### src/rtl/gradient_pkg.sv
// Shared types and constants for the gradient magnitude/angle pipeline.
package gradient_pkg;

    // Quantised gradient direction, four sectors of 45 degrees.
    typedef enum logic [1:0] {
        DIR_H    = 2'd0,
        DIR_D45  = 2'd1,
        DIR_V    = 2'd2,
        DIR_D135 = 2'd3
    } dir_e;

    // Magnitude approximation selectors.
    localparam int MAG_MODE_SUM_HALF     = 0;  // (|x|+|y|)/2
    localparam int MAG_MODE_MAX_MIN_HALF = 1;  // max + min/2

endpackage

### src/rtl/gradient_mag_angle_pipe_if.sv
// Streaming input/output bundle for the gradient magnitude/angle pipeline.
interface gradient_mag_angle_pipe_if #(
    parameter int BITS      = 9,
    parameter int PRECISION = 8
);
    logic                        in_valid;
    logic                        in_ready;
    logic signed [BITS-1:0]      in_x;
    logic signed [BITS-1:0]      in_y;
    logic                        in_last;
    logic [PRECISION-1:0]        threshold;
    logic                        out_valid;
    logic                        out_ready;
    logic [PRECISION-1:0]        out_mag;
    logic [1:0]                  out_dir;
    logic                        out_edge;
    logic                        out_last;

    // Upstream/downstream environment side.
    modport master (
        output in_valid, in_x, in_y, in_last, threshold, out_ready,
        input  in_ready, out_valid, out_mag, out_dir, out_edge, out_last
    );

    // Pipeline side.
    modport slave (
        input  in_valid, in_x, in_y, in_last, threshold, out_ready,
        output in_ready, out_valid, out_mag, out_dir, out_edge, out_last
    );
endinterface

### src/rtl/gradient_abs.sv
// Signed to unsigned magnitude; the result keeps BITS bits so the most
// negative input maps to 2^(BITS-1) without overflow.
module gradient_abs #(
    parameter int BITS = 9
) (
    input  logic signed [BITS-1:0] v,
    output logic        [BITS-1:0] mag,
    output logic                   neg
);
    localparam logic [BITS-1:0] ONE = {{(BITS-1){1'b0}}, 1'b1};

    // Two's-complement negate when the sign bit is set; zero counts as non-negative.
    always_comb begin
        neg = v[BITS-1];
        if (v[BITS-1]) begin
            mag = ~v + ONE;
        end else begin
            mag = v;
        end
    end
endmodule

### src/rtl/gradient_mag_angle_pipe.sv
// Three-stage gradient magnitude and direction pipeline with a global
// stall: when the output is held, every stage holds.
module gradient_mag_angle_pipe
    import gradient_pkg::*;
#(
    parameter int BITS      = 9,
    parameter int PRECISION = 8,
    parameter int MAG_MODE  = 0
) (
    input  logic                      clk,
    input  logic                      n_rst,
    gradient_mag_angle_pipe_if.slave  bus
);
    localparam int              SHIFT   = BITS - 1 - PRECISION;
    localparam int              CW      = BITS + 2;
    localparam logic [BITS:0]   MAG_MAX = {{(BITS+1-PRECISION){1'b0}}, {PRECISION{1'b1}}};

    // Stage 1: absolute values and sign flags
    logic                 s1_valid_r;
    logic [BITS-1:0]      s1_ax_r;
    logic [BITS-1:0]      s1_ay_r;
    logic                 s1_neg_x_r;
    logic                 s1_neg_y_r;
    logic                 s1_last_r;
    // Stage 2: raw magnitude and direction
    logic                 s2_valid_r;
    logic [BITS:0]        s2_raw_r;
    dir_e                 s2_dir_r;
    logic                 s2_last_r;
    // Stage 3: saturated magnitude, edge flag, outputs
    logic                 s3_valid_r;
    logic [PRECISION-1:0] s3_mag_r;
    dir_e                 s3_dir_r;
    logic                 s3_edge_r;
    logic                 s3_last_r;

    logic                 stall_s;
    logic [BITS-1:0]      abs_x_s;
    logic [BITS-1:0]      abs_y_s;
    logic                 neg_x_s;
    logic                 neg_y_s;
    logic [BITS:0]        ax_w_s;
    logic [BITS:0]        ay_w_s;
    logic [BITS:0]        raw_s;
    logic [CW-1:0]        ax_ext_s;
    logic [CW-1:0]        ay_ext_s;
    logic [CW-1:0]        h_lim_s;
    logic [CW-1:0]        v_lim_s;
    dir_e                 dir_s;
    logic [BITS:0]        shifted_s;
    logic [PRECISION-1:0] sat_s;
    logic                 edge_s;

    assign stall_s = s3_valid_r & ~bus.out_ready;

    gradient_abs #(.BITS(BITS)) u_abs_x (.v(bus.in_x), .mag(abs_x_s), .neg(neg_x_s));
    gradient_abs #(.BITS(BITS)) u_abs_y (.v(bus.in_y), .mag(abs_y_s), .neg(neg_y_s));

    assign ax_w_s   = {1'b0, s1_ax_r};
    assign ay_w_s   = {1'b0, s1_ay_r};
    assign ax_ext_s = {2'b00, s1_ax_r};
    assign ay_ext_s = {2'b00, s1_ay_r};
    assign h_lim_s  = (ay_ext_s << 1'b1) + (ay_ext_s >> 1'b1);
    assign v_lim_s  = (ax_ext_s << 1'b1) + (ax_ext_s >> 1'b1);

    // Raw magnitude approximation selected by MAG_MODE.
    always_comb begin
        raw_s = {(BITS+1){1'b0}};
        if (MAG_MODE == MAG_MODE_MAX_MIN_HALF) begin
            if (ax_w_s >= ay_w_s) begin
                raw_s = ax_w_s + (ay_w_s >> 1'b1);
            end else begin
                raw_s = ay_w_s + (ax_w_s >> 1'b1);
            end
        end else begin
            raw_s = (ax_w_s + ay_w_s) >> 1'b1;
        end
    end

    // Sector decision using tan(22.5)/tan(67.5) ~ 2.5 slope bounds.
    always_comb begin
        dir_s = DIR_H;
        if (h_lim_s <= ax_ext_s) begin
            dir_s = DIR_H;
        end else if (ay_ext_s <= v_lim_s) begin
            if (s1_neg_x_r == s1_neg_y_r) begin
                dir_s = DIR_D45;
            end else begin
                dir_s = DIR_D135;
            end
        end else begin
            dir_s = DIR_V;
        end
    end

    // Scale to output precision, clamp, and compare against the live threshold.
    always_comb begin
        shifted_s = s2_raw_r >> SHIFT;
        if (shifted_s > MAG_MAX) begin
            sat_s = {PRECISION{1'b1}};
        end else begin
            sat_s = shifted_s[PRECISION-1:0];
        end
        edge_s = (sat_s >= bus.threshold);
    end

    // Stage 1 register: capture absolute values whenever the pipe advances.
    always_ff @(posedge clk or negedge n_rst) begin
        if (!n_rst) begin
            s1_valid_r <= 1'b0;
            s1_ax_r    <= {BITS{1'b0}};
            s1_ay_r    <= {BITS{1'b0}};
            s1_neg_x_r <= 1'b0;
            s1_neg_y_r <= 1'b0;
            s1_last_r  <= 1'b0;
        end else if (!stall_s) begin
            s1_valid_r <= bus.in_valid;
            s1_ax_r    <= abs_x_s;
            s1_ay_r    <= abs_y_s;
            s1_neg_x_r <= neg_x_s;
            s1_neg_y_r <= neg_y_s;
            s1_last_r  <= bus.in_last;
        end
    end

    // Stage 2 register: raw magnitude and direction code.
    always_ff @(posedge clk or negedge n_rst) begin
        if (!n_rst) begin
            s2_valid_r <= 1'b0;
            s2_raw_r   <= {(BITS+1){1'b0}};
            s2_dir_r   <= DIR_H;
            s2_last_r  <= 1'b0;
        end else if (!stall_s) begin
            s2_valid_r <= s1_valid_r;
            s2_raw_r   <= raw_s;
            s2_dir_r   <= dir_s;
            s2_last_r  <= s1_last_r;
        end
    end

    // Stage 3 register: final outputs, held while downstream stalls.
    always_ff @(posedge clk or negedge n_rst) begin
        if (!n_rst) begin
            s3_valid_r <= 1'b0;
            s3_mag_r   <= {PRECISION{1'b0}};
            s3_dir_r   <= DIR_H;
            s3_edge_r  <= 1'b0;
            s3_last_r  <= 1'b0;
        end else if (!stall_s) begin
            s3_valid_r <= s2_valid_r;
            s3_mag_r   <= sat_s;
            s3_dir_r   <= s2_dir_r;
            s3_edge_r  <= edge_s;
            s3_last_r  <= s2_last_r;
        end
    end

    assign bus.in_ready  = ~stall_s;
    assign bus.out_valid = s3_valid_r;
    assign bus.out_mag   = s3_mag_r;
    assign bus.out_dir   = s3_dir_r;
    assign bus.out_edge  = s3_edge_r;
    assign bus.out_last  = s3_last_r;
endmodule

### src/flat_wrapper.sv
// flat-port wrapper written by rule: the top's interface ports become plain ports
module gradient_mag_angle_pipe_flat import gradient_pkg::*;
#(
    parameter int BITS      = 9,
    parameter int PRECISION = 8,
    parameter int MAG_MODE  = 0
)
  (clk, n_rst, bus_in_valid, bus_in_x, bus_in_y, bus_in_last, bus_threshold, bus_out_ready, bus_in_ready, bus_out_valid, bus_out_mag, bus_out_dir, bus_out_edge, bus_out_last);
  gradient_mag_angle_pipe_if #(.BITS(BITS), .PRECISION(PRECISION)) bus_i ();
  input  logic clk;
  input  logic n_rst;
  input wire logic [$bits(bus_i.in_valid)-1:0] bus_in_valid;
  input wire logic [$bits(bus_i.in_x)-1:0] bus_in_x;
  input wire logic [$bits(bus_i.in_y)-1:0] bus_in_y;
  input wire logic [$bits(bus_i.in_last)-1:0] bus_in_last;
  input wire logic [$bits(bus_i.threshold)-1:0] bus_threshold;
  input wire logic [$bits(bus_i.out_ready)-1:0] bus_out_ready;
  output wire logic [$bits(bus_i.in_ready)-1:0] bus_in_ready;
  output wire logic [$bits(bus_i.out_valid)-1:0] bus_out_valid;
  output wire logic [$bits(bus_i.out_mag)-1:0] bus_out_mag;
  output wire logic [$bits(bus_i.out_dir)-1:0] bus_out_dir;
  output wire logic [$bits(bus_i.out_edge)-1:0] bus_out_edge;
  output wire logic [$bits(bus_i.out_last)-1:0] bus_out_last;
  assign bus_i.in_valid = bus_in_valid;
  assign bus_i.in_x = bus_in_x;
  assign bus_i.in_y = bus_in_y;
  assign bus_i.in_last = bus_in_last;
  assign bus_i.threshold = bus_threshold;
  assign bus_i.out_ready = bus_out_ready;
  assign bus_in_ready = bus_i.in_ready;
  assign bus_out_valid = bus_i.out_valid;
  assign bus_out_mag = bus_i.out_mag;
  assign bus_out_dir = bus_i.out_dir;
  assign bus_out_edge = bus_i.out_edge;
  assign bus_out_last = bus_i.out_last;
  gradient_mag_angle_pipe #(.BITS(BITS), .PRECISION(PRECISION), .MAG_MODE(MAG_MODE)) u_core (.clk(clk), .n_rst(n_rst), .bus(bus_i));
endmodule
### config.mk
export PLATFORM = sky130hd
export DESIGN_NAME = gradient_mag_angle_pipe_flat
export DESIGN_NICKNAME = d
export VERILOG_FILES = /design/src/rtl/gradient_pkg.sv /design/src/rtl/gradient_mag_angle_pipe_if.sv /design/src/rtl/gradient_abs.sv /design/src/rtl/gradient_mag_angle_pipe.sv /design/src/flat_wrapper.sv
export SDC_FILE = /design/constraint.sdc
export NUM_CORES = 1
export LEC_CHECK = 0
export ABC_AREA = 0
export CORE_MARGIN = 2
export CORE_UTILIZATION = 58
export CTS_BUF_LIST = sky130_fd_sc_hd__clkbuf_4 sky130_fd_sc_hd__clkbuf_8 sky130_fd_sc_hd__clkbuf_16
export DETAILED_ROUTE_END_ITERATION = 7
export DONT_BUFFER_PORTS = 1
export PLACE_DENSITY = 0.81
export SETUP_SLACK_MARGIN = 0.02
export SLEW_MARGIN = 20
export SYNTH_ARGS = -nofsm -noshare
export SYNTH_HDL_FRONTEND = slang
export SYNTH_SLANG_ARGS = --single-unit
### constraint.sdc
create_clock -name clk -period 2.7 [get_ports clk]
set_input_delay 0.405 -clock clk [delete_from_list [all_inputs] [get_ports clk]]
set_output_delay 0.405 -clock clk [all_outputs]
set_load 0.03 [all_outputs]
==> impl_metrics.csv, run 1 <==
group,metric,value,unit
run_status,status,"finished with violations",
finish,layout-drive-gt1-share,19.91,%
finish,syn_to_final_growth,17.36,%
finish,n_antenna_cell,0,
global_routing,antenna_found_initial,0,
finish,nets,550,
logic_synthesis,synthArstFlopShare,100.0,%
global_routing,grt_first_pass_wirelength,14150,µm
logic_synthesis,syn-cell-area,0.003676,mm²
clocking,insertion_delay,0.32,ns
sta,rsz0062_at_grt,"yes",
route,drc,0,
sta,layout_setup_ws,-0.3492,ns
critical_path,worstSetupEndpointType,"flip-flop",
finish,multiInputGateArea,0.002372,mm²
route,drt_iter0_drc,153,
power,vdd_drop_max,0.5874,mV
critical_path,required,2.94,ns
logic_synthesis,ys_types,48,
critical_path,critPathKind,"reg2reg",
logic_synthesis,yosysSeqAreaShare,32.68,%
critical_path,crit_path_start_kind,"flip-flop",
power,p_leak,0.002082,µW
finish,fin_util,69.13,%
route,vias_per_cell,5.732,
logic_synthesis,synthCells,417,
sta,setup_viol,2,
clocking,cts_root_buf,"clkbuf_8",
sta,min_period_over_period,112.9,%
run_status,violations,"negative setup slack",
clocking,numCtsBuffers,5,
global_routing,grt_pass1_vias,3097,
clocking,cts_sinks,48,
critical_path,cp_slowest_cell,"dfrtp_1",
route,drtPass1Iterations,5,
floorplan,die_w,83.61,µm
sta,max_slew.worst_pin.slew,0.3785,ns
logic_synthesis,yosysWarningCount,0,
logic_synthesis,synth_edf_count,0,
logic_synthesis,synth_seq_cells,48,
critical_path,path_max_fanout,3,
route,drt_wl_total,8531,µm
global_routing,grt_max_degree,49,
floorplan,start_util,58.90,%
floorplan,die_h,83.61,µm
floorplan,rows,29,
power,p_per_area,1078,mW/mm²
route,vias,3118,
place,place_worst_setup_slack,-0.3769,ns
clocking,htreeDepth,2,
critical_path,crit_buf_inv,1,
clocking,cts_tree,"yes",
floorplan,core,0.006241,mm²
place,portBuffers,0,
sta,maxSlewHeadroom,74.11,%
critical_path,cpMostUsedCell,"o31a_1",
floorplan,io_pins,45,
sta,fin_crit,3.049,ns
logic_synthesis,synthFlopType,"dfrtp_1",
hold_path,holdCritPathClass,"in2reg",
route,wl_per_cell,15.68,µm
finish,final.fill_count,490,
critical_path,path_cells,"ha_4, inv_2, fa_2, nor2b_1, o31a_1, o21ai_1, nand2b_1, xnor2_1, ha_1, nand2_1, a32oi_1, o31a_1, o21ai_2, o31a_1, a221oi_2",
global_routing,track_usage,24.87,%
sta,slew_violations,0,
logic_synthesis,postSynthAreaPerCell,8.815,µm²
sta,max_freq,328.0,MHz
sta,hold_violations,0,
global_routing,grt.overflow.total,0,
route,drtAntennaViolNets,0,
logic_synthesis,synth_nets,501,
place,dp_hpwl,6480,µm
sta,skew,0.01340,ns
critical_path,critical-path-max-stage-delay,0.43,ns
clocking,clkTransAtPathRegs,0.10,ns
clocking,cts_buffer_depth,2,
floorplan,design.die.area,0.006991,mm²
critical_path,cp_top_family,"compound AO/OA/AOI/OAI gates",
critical_path,worstPathArrival,3.29,ns
finish,seq_area,0.001201,mm²
flow_run,max_cap_viol_count,0,
place,globalplace.congestion,1.003,
layer usage:
layer / global-route usage [%] / wire, µm / vias up
met4: 6.012 / 164 / 0
met1: 30.94 / 3639 / 1443
met3: 5.539 / 531 / 15
met2: 43.85 / 4195 / 107
met5: 0 / 0 / -
li1: - / - / 1553
layout make-up:
class	count	share of cell area, %
Timing Repair Buffer	54	10.01
Sequential cell	48	27.84
Multi-Input combinational cell	325	54.99
Clock inverter	3	0.5510
Tap cell	77	2.233
Clock buffer	5	1.595
Inverter	32	2.784
logic make-up after synthesis:
family | synth area share, %
compound gates | 18.11
xor+xnor | 6.671
fa+ha+maj | 18.65
buf+inv | 4.493
flops | 32.68
mux | 2.689
simple gates | 16.71
worst register-to-register path, delay by kind of cell (launching register included):
family	cells	cell delay, ns
and+or+nand+nor	3	0.34
DFF	1	0.43
adders and majority gates	3	0.85
buffers and inverters	1	0.04
AOI/OAI and AO/OA	7	1.24
xor gates and xnor gates	1	0.07
metrics by stage:
step / cells / total power, µW / hold WS, ns / area [µm²] / TNS, ns
2_1_floorplan: 417 / 3206 / 0.1094 / 3701 / -0.2373
3_3_place_gp: 521 / 3830 / 0.1106 / 4053 / -0.4235
3_5_place_dp: 521 / 3967 / 0.1109 / 4053 / -0.6543
4_1_cts: 540 / 4569 / 0.2022 / 4267 / -0.5559
5_1_grt: 544 / 5052 / 0.2250 / 4314 / -1.020
6_report: 544 / 4653 / 0.2035 / 4314 / -0.6715
power by group:
part           internal (µW)  total (µW)  switching, µW
sequential               987        1370            382
combinational           1400        2830           1440
clock                    184         451            267
total                   2570        4650           2090
cells in the mapped netlist, types with 3 or more instances:
cell,number,area (µm²)
a21o_1,9,67.56
a21oi_1,23,115.1
clkbuf_1,10,37.54
dfrtp_1,48,1201
fa_1,3,60.06
ha_1,50,625.6
inv_1,32,120.1
mux2_2,7,78.83
nand2_1,60,225.2
nand2b_1,8,50.05
nand3_1,10,50.05
nor2_1,18,67.56
nor2b_1,6,37.54
nor3_1,8,40.04
o211ai_1,5,37.54
o21a_1,7,52.55
o21ai_0,32,160.2
o21bai_1,3,22.52
o31a_1,3,26.28
o31ai_1,5,37.54
or2_2,7,43.79
xnor2_1,11,96.34
xor2_1,17,148.9
flip-flops by register name, indices dropped and copies added, names as in the netlist, 2 cells and up:
signal,count
u_core.bus.out_mag,8
u_core.s2_dir_r,2
u_core.bus.out_dir,2
u_core.s1_ax_r,9
u_core.s1_ay_r,9
u_core.s2_raw_r,9
timing repair:
action                                 in CTS  in global routing
hold buffers                                2                  0
gates resized for setup                     6                  4
setup endpoints to repair                   2                  2
gates cloned                                0                  0
buffers inserted                            9                  4
endpoints found under the hold margin      48                  0
pin swaps                                   8                  9
placed cells by master, fill, tap and decap left out, types with 8 or more instances in the layout:
cell type / instances
xnor2_1: 11
nor3_1: 8
buf_4: 51
nand3_1: 10
ha_1: 47
a21o_1: 9
xor2_1: 17
nor2_1: 18
dfrtp_1: 48
o21ai_0: 30
nand2b_1: 8
nand2_1: 60
inv_1: 30
a21oi_1: 21
worst paths after layout:
kind / start / end / slack (ns) / cells after the start
setup / recovery: u_core.s1_ax_r[2] / u_core.s2_dir_r[1] / -0.35 / 15
hold / removal: bus_in_y[8] / u_core.s1_neg_y_r / 0.20 / 2
setup reg to reg: u_core.s1_ax_r[2] / u_core.s2_dir_r[1] / -0.35 / 15
hold reg to reg: u_core.s2_valid_r / u_core.bus.out_valid / 0.47 / 1
max in group asynchronous: n_rst / u_core.s1_ay_r[7] / 1.89 / 2
min in group asynchronous: n_rst / u_core.bus.out_edge / 0.57 / 2
Power figures use the tool's default switching activity.
==> run 2, diff against run 1 <==
CELL_PAD_IN_SITES_DETAIL_PLACEMENT = 0   (was default)
CELL_PAD_IN_SITES_GLOBAL_PLACEMENT = 2   (was default)
CORE_UTILIZATION = 36   (was 58)
PLACE_DENSITY = 0.82   (was 0.81)
==> run 2 against run 1 <==
  * The flow still finishes with violations (negative setup slack)
  * Critical path depth decreased by 1
  * Worst setup slack improved by 0.11 ns
  * Sequential power about the same
  * Non-clock buffer count increased by 9
  * Clock skew decreased by 0.0065 ns
  * First-iteration DRC count decreased by 28%
  * Cell count increased by 12%
  * Final area increased by 4.1%
  * Wire length increased by 6.5%
==> impl_metrics.csv, run 2 (same netlist as run 1, synthesis figures left out) <==
group,metric,value,unit
run_status,status,"finished with violations",
run_status,violations,"negative setup slack",
sta,min_period_over_period,108.7,%
clocking,clkTransAtPathRegs,0.10,ns
finish,top_regs,"u_core.s1_ax_r: 9 flops, u_core.s1_ay_r: 9 flops, u_core.s2_raw_r: 9 flops",
floorplan,die_w,105.1,µm
sta,max_freq,340.8,MHz
clocking,numCtsBuffers,5,
clocking,htreeDepth,2,
global_routing,track_usage,17.31,%
power,switchingPower,2071,µW
route,drc,0,
clocking,insertion_delay,0.30,ns
finish,syn_to_final_growth,22.16,%
floorplan,start_util,37.27,%
power,p_clk_share,11.6,%
hold_path,holdCritPathClass,"in2reg",
power,vdd_drop_max,0.4148,mV
route,vias_per_cell,5.087,
route,drtPass1Iterations,4,
critical_path,setup.worst_path.start,"u_core.s1_ay_r[0]",
power,p_comb_share,59.8,%
route,drt_iter0_drc,110,
finish,layout-drive-gt1-share,22.06,%
global_routing,grt.overflow.total,0,
clocking,cts_tree,"yes",
critical_path,path_max_fanout,2,
critical_path,crit_path_start_kind,"flip-flop",
global_routing,grt_max_degree,49,
critical_path,worstSetupEndpointType,"flip-flop",
global_routing,grt_first_pass_wirelength,15470,µm
finish,final_cell_mix,"nand2_1, buf_4, dfrtp_1",
floorplan,design.die.area,0.01104,mm²
critical_path,critPathKind,"reg2reg",
sta,slew_violations,0,
clocking,cts_root_buf,"clkbuf_8",
place,globalplace.congestion,0.8479,
critical_path,worstPathArrival,3.10,ns
floorplan,core,0.009864,mm²
finish,fin_util,45.52,%
power,internal_power,2749,µW
floorplan,io_pins,45,
power,swShare,42.96,%
power,total_power,4820,µW
place,dp_hpwl,7276,µm
power,p_leak,0.002145,µW
critical_path,r2r-start,"u_core.s1_ay_r[0]",
sta,max_slew.worst_pin.slew,0.4435,ns
sta,setup_viol,2,
finish,nets,559,
route,drtAntennaViolNets,0,
global_routing,antenna_found_initial,0,
route,wl_per_cell,14.92,µm
floorplan,die_h,105.1,µm
critical_path,required,2.87,ns
clocking,cts_buffer_depth,2,
flow_run,max_cap_viol_count,0,
floorplan,rows,36,
global_routing,grt_pass1_vias,3217,
sta,skew,0.006946,ns
sta,rsz0062_at_grt,"yes",
route,vias,3098,
sta,layout_setup_ws,-0.2343,ns
finish,final.fill_count,987,
route,drt_wl_total,9088,µm
clocking,cts_sinks,48,
place,portBuffers,0,
sta,fin_crit,2.934,ns
hold_path,hp-start,"bus_in_y[8]",
power,seq_power_share,28.5,%
sta,hold_violations,0,
finish,n_antenna_cell,0,
sta,maxSlewHeadroom,70.43,%
power,p_per_area,1073,mW/mm²
## run 2: cell count changes in the layout (fill, tap and decap cells not counted), sizes merged
cell / previous run / this run
buf: 53 / 62
bufinv: 0 / 1
clkinvlp: 2 / 0
clkbuf: 5 / 6
## run 2: path summary, 6_finish.rpt
kind	to	slack, ns	depth (start not counted)
worst max-delay path	u_core.s2_dir_r[1]	-0.23	14
worst min register to register	u_core.bus.out_valid	0.47	1
max in group asynchronous	u_core.s1_ay_r[8]	1.85	2
min in group asynchronous	u_core.bus.out_mag[6]	0.63	2
worst min-delay path	u_core.s1_neg_y_r	0.21	2
worst max register to register	u_core.s2_dir_r[1]	-0.23	14
## run 2: routing by layer
| layer | global-route usage, % | routed length [µm] | up-vias |
|---|---|---|---|
| met5 | 0 | 0 | - |
| met4 | 4.476 | 178 | 0 |
| met3 | 3.493 | 299 | 16 |
| met2 | 29.59 | 4336 | 52 |
| met1 | 22.25 | 4273 | 1463 |
| li1 | - | - | 1567 |
## run 2: final cells by class
class	count	area (µm²)	share of cell area (%)
multi-input combinational	325	2382	53.05
sequential	48	1201	26.75
timing repair buffer	63	499.2	11.12
tap	133	166.4	3.706
inverter	32	120.1	2.675
clock buffer	6	82.58	1.839
clock inverter	2	38.79	0.8637
## run 2: critical path: stages, from the launching register on
cell	delay (ns)
dfrtp_1	0.41
ha_2	0.20
inv_2	0.05
fa_2	0.18
and2b_1	0.19
o211ai_1	0.20
nand2_1	0.10
a21oi_2	0.14
xnor2_1	0.14
ha_1	0.28
and3_4	0.16
a221o_1	0.31
o22a_1	0.20
a21oi_2	0.15
a221oi_2	0.08
## run 2: repair_timing
| action | in CTS | in global routing |
|---|---|---|
| buffers inserted | 11 | 5 |
| hold buffers | 2 | 0 |
| endpoints found under the setup margin | 2 | 2 |
| endpoints found under the hold margin | 48 | 0 |
| pin swaps | 11 | 8 |
| resized for setup | 11 | 2 |
## run 2: stage by stage
stage,cells,area [µm²],setup WS [ns],hold WS [ns],setup TNS (ns)
2_1_floorplan,417,3701,-0.1333,0.1094,-0.2373
3_3_place_gp,583,4168,-0.3722,0.1104,-0.5531
3_5_place_dp,583,4168,-0.4362,0.1107,-0.6891
4_1_cts,604,4453,-0.2400,0.2028,-0.4550
5_1_grt,609,4491,-0.4155,0.1888,-0.8210
6_report,609,4491,-0.2343,0.2119,-0.4589
## run 2: power groups by stage
| stage | clock network [µW] | registers (µW) | logic (µW) |
|---|---|---|---|
| floorplan | 0 | 1360 | 1840 |
| global placement | 0 | 1380 | 2590 |
| detailed placement | 0 | 1400 | 2660 |
| CTS | 579 | 1380 | 2850 |
| global route | 614 | 1410 | 3260 |
| finish | 560 | 1380 | 2880 |
